**config.mk**
```make
export PLATFORM = sky130hd
export DESIGN_NAME = loopback_seq_ctrl
export DESIGN_NICKNAME = d
export VERILOG_FILES = /design/src/rtl/loopback_pkg.sv /design/src/rtl/loopback_rx_checker.sv /design/src/rtl/loopback_seq_ctrl.sv
export SDC_FILE = /design/constraint.sdc
export NUM_CORES = 1
export LEC_CHECK = 0
export ABC_CLOCK_PERIOD_IN_PS = 2400
export CAP_MARGIN = 20
export CORE_ASPECT_RATIO = 1.75
export CORE_UTILIZATION = 54
export DETAILED_ROUTE_END_ITERATION = 8
export PLACE_DENSITY = 0.8
export SETUP_SLACK_MARGIN = 0.02
export SYNTH_ARGS = -nofsm -noshare
export SYNTH_HDL_FRONTEND = slang
export SYNTH_SLANG_ARGS = --single-unit
export TNS_END_PERCENT = 10
```
**constraint.sdc**
```tcl
create_clock -name clk -period 2.4 [get_ports clk]
set_input_delay 0.24 -clock clk [delete_from_list [all_inputs] [get_ports clk]]
set_output_delay 0.24 -clock clk [all_outputs]
set_load 0.005 [all_outputs]
```
**src/rtl/loopback_pkg.sv**
```systemverilog
// Shared types and widths for the loopback test sequencer.
package loopback_pkg;
  localparam int DATA_W = 8;
  localparam int ERR_W  = 16;

  typedef enum logic [2:0] {
    IDLE,
    CLEAR,
    RUN,
    DRAIN,
    DONE
  } state_e;
endpackage

```
**src/rtl/loopback_rx_checker.sv**
```systemverilog
// Compares looped-back RX bytes against a wrapping expected count and tracks
// received bytes, saturating mismatch count and RX idle time.
module loopback_rx_checker
  import loopback_pkg::*;
#(
  parameter int NUM_BYTES      = 256,
  parameter int TIMEOUT_CYCLES = 1024,
  parameter int CNT_W          = $clog2(NUM_BYTES + 1),
  parameter int IDLE_W         = $clog2(TIMEOUT_CYCLES + 1)
) (
  input  logic              clk,
  input  logic              reset,
  input  logic              clear,
  input  logic              enable,
  input  logic              idle_en,
  input  logic              rx_valid,
  input  logic [DATA_W-1:0] rx_data,
  output logic [CNT_W-1:0]  rx_cnt,
  output logic [ERR_W-1:0]  err_count,
  output logic [IDLE_W-1:0] idle_cnt
);
  localparam logic [CNT_W-1:0] RX_FULL = CNT_W'(NUM_BYTES);

  logic [DATA_W-1:0] exp_q, exp_d;
  logic [CNT_W-1:0]  rx_cnt_q, rx_cnt_d;
  logic [ERR_W-1:0]  err_count_q, err_count_d;
  logic [IDLE_W-1:0] idle_cnt_q, idle_cnt_d;
  logic              rx_take;

  // Bytes beyond the expected total are not counted or checked.
  assign rx_take = enable && rx_valid && (rx_cnt_q != RX_FULL);

  always_comb begin
    exp_d       = exp_q;
    rx_cnt_d    = rx_cnt_q;
    err_count_d = err_count_q;
    idle_cnt_d  = idle_cnt_q;
    if (clear) begin
      exp_d       = '0;
      rx_cnt_d    = '0;
      err_count_d = '0;
      idle_cnt_d  = '0;
    end else if (rx_take) begin
      exp_d      = exp_q + 1'b1;
      rx_cnt_d   = rx_cnt_q + 1'b1;
      idle_cnt_d = '0;
      if ((rx_data != exp_q) && (err_count_q != '1)) begin
        err_count_d = err_count_q + 1'b1;
      end
    end else if (idle_en && !rx_valid) begin
      idle_cnt_d = idle_cnt_q + 1'b1;
    end
  end

  always_ff @(posedge clk or posedge reset) begin
    if (reset) begin
      exp_q       <= '0;
      rx_cnt_q    <= '0;
      err_count_q <= '0;
      idle_cnt_q  <= '0;
    end else begin
      exp_q       <= exp_d;
      rx_cnt_q    <= rx_cnt_d;
      err_count_q <= err_count_d;
      idle_cnt_q  <= idle_cnt_d;
    end
  end

  assign rx_cnt    = rx_cnt_q;
  assign err_count = err_count_q;
  assign idle_cnt  = idle_cnt_q;
endmodule

```
**src/rtl/loopback_seq_ctrl.sv**
```systemverilog
// Sequencer for one loopback run: clears and steps the counter generator,
// streams NUM_BYTES bytes over TX and reports the RX check result.
module loopback_seq_ctrl
  import loopback_pkg::*;
#(
  parameter int NUM_BYTES      = 256,
  parameter int TIMEOUT_CYCLES = 1024
) (
  input  logic              clk,
  input  logic              reset,
  input  logic              start,
  input  logic              abort,
  input  logic [DATA_W-1:0] gen_data,
  output logic              gen_clr,
  output logic              gen_step,
  output logic [DATA_W-1:0] tx_data,
  output logic              tx_valid,
  input  logic              tx_ready,
  input  logic [DATA_W-1:0] rx_data,
  input  logic              rx_valid,
  output logic              busy,
  output logic              done,
  output logic              pass,
  output logic              timeout,
  output logic [ERR_W-1:0]  err_count
);
  localparam int CNT_W  = $clog2(NUM_BYTES + 1);
  localparam int IDLE_W = $clog2(TIMEOUT_CYCLES + 1);
  localparam logic [CNT_W-1:0]  TX_LAST   = CNT_W'(NUM_BYTES - 1);
  localparam logic [CNT_W-1:0]  RX_FULL   = CNT_W'(NUM_BYTES);
  localparam logic [IDLE_W-1:0] IDLE_LAST = IDLE_W'(TIMEOUT_CYCLES - 1);

  state_e           state_q, state_d;
  logic [CNT_W-1:0] tx_cnt_q, tx_cnt_d;
  logic             tx_valid_q, tx_valid_d;
  logic             gen_clr_q, gen_clr_d;
  logic             busy_q, busy_d;
  logic             done_q, done_d;
  logic             pass_q, pass_d;
  logic             timeout_q, timeout_d;

  logic [CNT_W-1:0]  rx_cnt;
  logic [IDLE_W-1:0] idle_cnt;
  logic              tx_fire;

  assign tx_fire = tx_valid_q & tx_ready;

  loopback_rx_checker #(
    .NUM_BYTES      (NUM_BYTES),
    .TIMEOUT_CYCLES (TIMEOUT_CYCLES),
    .CNT_W          (CNT_W),
    .IDLE_W         (IDLE_W)
  ) u_rx_checker (
    .clk       (clk),
    .reset     (reset),
    .clear     (state_q == CLEAR),
    .enable    ((state_q == RUN) || (state_q == DRAIN)),
    .idle_en   (state_q == DRAIN),
    .rx_valid  (rx_valid),
    .rx_data   (rx_data),
    .rx_cnt    (rx_cnt),
    .err_count (err_count),
    .idle_cnt  (idle_cnt)
  );

  always_comb begin
    state_d   = state_q;
    tx_cnt_d  = tx_cnt_q;
    timeout_d = timeout_q;
    pass_d    = 1'b0;
    unique case (state_q)
      IDLE:  if (start) state_d = CLEAR;
      CLEAR: begin
        state_d   = RUN;
        tx_cnt_d  = '0;
        timeout_d = 1'b0;
      end
      RUN: begin
        if (tx_fire) begin
          tx_cnt_d = tx_cnt_q + 1'b1;
          if (tx_cnt_q == TX_LAST) state_d = DRAIN;
        end
      end
      // A byte arriving on the last idle cycle resets the timer, so it wins.
      DRAIN: begin
        if (rx_cnt == RX_FULL) begin
          state_d = DONE;
        end else if ((idle_cnt == IDLE_LAST) && !rx_valid) begin
          state_d   = DONE;
          timeout_d = 1'b1;
        end
      end
      DONE:    if (start) state_d = CLEAR;
      default: state_d = IDLE;
    endcase

    if (abort) begin
      state_d = IDLE;
      if (state_q != CLEAR) timeout_d = timeout_q;
    end

    tx_valid_d = (state_d == RUN);
    gen_clr_d  = (state_d == CLEAR);
    busy_d     = state_d inside {CLEAR, RUN, DRAIN};
    done_d     = (state_d == DONE);
    // Result is captured once on entry to DONE and held there.
    if (state_d == DONE) begin
      pass_d = (state_q == DONE) ? pass_q
             : ((err_count == '0) && !timeout_d && (rx_cnt == RX_FULL));
    end
  end

  always_ff @(posedge clk or posedge reset) begin
    if (reset) begin
      state_q    <= IDLE;
      tx_cnt_q   <= '0;
      tx_valid_q <= 1'b0;
      gen_clr_q  <= 1'b0;
      busy_q     <= 1'b0;
      done_q     <= 1'b0;
      pass_q     <= 1'b0;
      timeout_q  <= 1'b0;
    end else begin
      state_q    <= state_d;
      tx_cnt_q   <= tx_cnt_d;
      tx_valid_q <= tx_valid_d;
      gen_clr_q  <= gen_clr_d;
      busy_q     <= busy_d;
      done_q     <= done_d;
      pass_q     <= pass_d;
      timeout_q  <= timeout_d;
    end
  end

  assign tx_valid = tx_valid_q;
  assign tx_data  = tx_valid_q ? gen_data : '0;
  assign gen_step = tx_fire;
  assign gen_clr  = gen_clr_q;
  assign busy     = busy_q;
  assign done     = done_q;
  assign pass     = pass_q;
  assign timeout  = timeout_q;
endmodule

```
==> metrics.md <==
| Metric | Value |
|---|---|
| Status | `completed` |
| Cell Pwr Density | `565.0 nW/um^2` |
| Layout cell share with drive strength beyond 1 | `0.06808` |
| CP arrival | `2.34 ns` |
| Filler instances | `484` |
| Post-synth ARST share | `1.000` |
| Max Root-Sink Buffers | `2` |
| DIE HEIGHT | `108.5 um` |
| Vias | `2,931` |
| Worst slew pin tran | `0.9185 ns` |
| Antenna cells | `0` |
| RR Endpoint | `u_rx_checker.err_count[9]` |
| First-pass GRT wire length | `12,920 um` |
| Final WL | `7745 um` |
| Initial Utilization | `0.5617` |
| Setup WS pre-CTS | `0.3273 ns` |
| Final setup viols | `0` |
| Mapped Cells | `367` |
| Worst VDD drop | `0.4373 mV` |
| Via/cell ratio | `5.792` |
| CTS Buf Count | `9` |
| Clk sink count | `62` |
| Full die area | `6817 um^2` |
| Synth warn | `0` |
| Leakage power | `1.853 nW` |
| DRT antenna net count | `0` |
| Clock root cell | `clkbuf_8` |
| R2R Setup Slk | `0.27 ns` |
| Post-synth top cells | `dfrtp_1, nor2_1, nand2_1` |
| # H-tree levels | `3` |
| Slowest cell on the critical path | `nor2_1` |
| DRT Pass-1 Iters | `4` |
| Crit path cell chain | `and4_1 > nand3_1 > nor2_1 > nor4_1 > mux2i_1` |
| Drt drc | `0` |
| Cell internal pwr | `1.737 mW` |
| RSZ-0062 raised after global routing | `false` |
| # IOs | `53` |
| Final Util | `0.6838` |
| CP Max Fanout | `15` |
| Cell family with most CP delay | `simple AND/OR/NAND/NOR gates` |
| Met2 Routed Length | `4170 um` |
| Grt total ovfl | `0` |
| CP Class | `reg -> reg` |
| Routed length per instance | `15.31 um` |
| Vias in the first global route | `2,858` |
| Final GP Congestion | `0.8977` |
| Initial antenna violation count | `0` |
| Combinational power share | `0.181` |
| Min cycle time layout | `2.134 ns` |
| Syn Nets | `397` |
| Clock share of power | `0.335` |
| Clk slew on worst S/H paths | `0.06 ns` |
| Sw Share | `0.2780` |
| Synth Cell Area | `3498 um^2` |
| EDFF count, synth | `0` |
| Fmax | `468.6 MHz` |
| Clock Latency Late Sink | `0.34 ns` |
| Worst hold path type | `in -> async` |
| Yosys top cell by area | `dfrtp_1` |
| CTS tree | `built` |
| Ys flop type | `dfrtp_1` |
| CP endpoint kind | `flop` |
| Largest net degree at the start of global routing | `63` |
| Yosys top cell area share | `0.4435` |
| Final nets | `452` |
| Met1 wire length | `3122 um` |
| Sum of buffers and inverters on the critical path | `0` |
| Max Cap Violations | `0` |
| Syn Area/Cell | `9.532 um^2` |
| Setup ws final | `0.2659 ns` |
| Part of the cycle the worst path needs | `0.8892` |
| Worst Skew | `0.005009 ns` |
| Iter 0 DRT Violations | `187` |
| Post-cts resize count | `0` |
| Synth unique cells | `53` |
| PortBufs | `52` |
| GR Util All Layers | `0.2421` |
| Pins Over Slew Limit | `0` |
| DR WL met3 | `235 um` |
| WHS | `0.2611 ns` |
| CP max stage delay | `0.75 ns` |
| Final HPWL DP | `5573 um` |
| R2r worst-path depth | `5` |
| Dominant cell by count in the synthesized netlist | `dfrtp_1` |
| Row cnt | `38` |
| Die width | `62.85 um` |
| P_sw | `0.6691 mW` |
| FF-to-FF Start | `u_rx_checker.err_count[8]` |
| Slew HR | `0.3854` |
| Final hold violation count | `0` |
| Post-synthesis register bit count | `62` |
| Core region area | `6228 um^2` |
| CP Launch Type | `flop` |
| WP data required | `2.61 ns` |
| Area delta synth->final | `21.75%` |
| Post-CTS Setup Inserts | `0` |
| Sum Neg Setup Slack | `0 ns` |
| Synth area leaders | `dfrtp_1, nor2_1, xnor2_1` |
| Hold-fix buffers, CTS | `0` |
| Power share of the sequential group | `0.484` |
| Top layer in use | `met4` |
| Post-synthesis sequential area ratio | `0.4435` |
## metal layers
metal,GRT usage,up-vias
li1,-,1421
met1,0.2728,1422
met4,0.1379,0
met3,0.04325,22
met5,0,-
met2,0.4262,66
## registers in the layout, summed over array words and instances (netlist names)
register / flops
busy: 1
done: 1
gen_clr: 1
pass: 1
state_q: 3
timeout: 1
tx_cnt_q: 9
tx_valid: 1
u_rx_checker.err_count: 16
u_rx_checker.exp_q: 8
u_rx_checker.idle_cnt: 11
u_rx_checker.rx_cnt: 9
## layout by cell type, fill, tap and decap left out, types with 2 or more instances in the layout
cell type / count
dfrtp_1: 62
clkdlybuf4s50_1: 52
nor2_1: 42
nand2_1: 28
a21oi_1: 20
nand3_1: 19
xnor2_1: 17
xor2_1: 17
nand4_1: 13
inv_1: 12
and2_1: 11
and3_1: 11
o21ai_0: 11
clkbuf_8: 11
or3_1: 9
o31ai_1: 8
ha_1: 8
or4_1: 6
mux2i_1: 6
nand2b_1: 5
nor4_1: 5
buf_4: 5
and4_1: 4
o2111ai_1: 4
nor3_1: 3
clkbuf_1: 3
and3_4: 2
nor4b_4: 2
nand4b_1: 2
o21a_1: 2
o22ai_1: 2
o21ai_1: 2
## power groups by stage
stage	sequential, mW	combinational (mW)	clock, mW
after floorplan	1.18	0.253	0
after global placement	1.18	0.427	0
after detailed placement	1.18	0.437	0
after CTS	1.16	0.439	0.824
after global routing	1.17	0.479	0.868
final	1.16	0.436	0.806
## per-stage QoR
step	instance area, um^2	total power, mW	cells
floorplan	3498	1.430	367
global placement	4091	1.603	491
detailed placement	4091	1.619	491
CTS	4259	2.427	506
global route	4259	2.519	506
finish	4259	2.406	506
## tightest hold or removal path: cells and delay by family
family	cells	cell delay, ns
buffers and inverters	3	0.75
## cell type report
cell class,count,area (um^2),area share
multi-input combinational,278,1813,0.4257
sequential,62,1551,0.3643
timing repair buffer,58,578.1,0.1357
clock buffer,14,162.7,0.03819
tap,80,100.1,0.02350
inverter,13,48.80,0.01146
clock inverter,1,5.005,0.001175
## worst max-delay path by stage
stage | startpoint | cells after the start | to | slack (ns)
final | u_rx_checker.err_count[8] | 5 | u_rx_checker.err_count[9] | 0.27
after global routing | u_rx_checker.err_count[8] | 5 | u_rx_checker.err_count[9] | 0.08
after CTS | u_rx_checker.err_count[8] | 5 | u_rx_checker.err_count[9] | 0.30
after detailed placement | u_rx_checker.err_count[8] | 5 | u_rx_checker.err_count[9] | 0.33
after global placement | u_rx_checker.err_count[7] | 5 | u_rx_checker.err_count[9] | 0.37
after floorplan | u_rx_checker.rx_cnt[0] | 8 | u_rx_checker.err_count[9] | 0.58
## kinds of logic (layout without fill, tap and decap cells)
family,Yosys count,after routing,share of synthesized area
mux,6,6,0.01717
fa+ha+maj,8,8,0.02861
flops,62,62,0.4435
xor+xnor,34,34,0.08512
simple gates,168,168,0.2690
compound gates,62,62,0.1184
buf+inv,27,86,0.03827
Note: power is estimated with default switching activity, not from simulation.
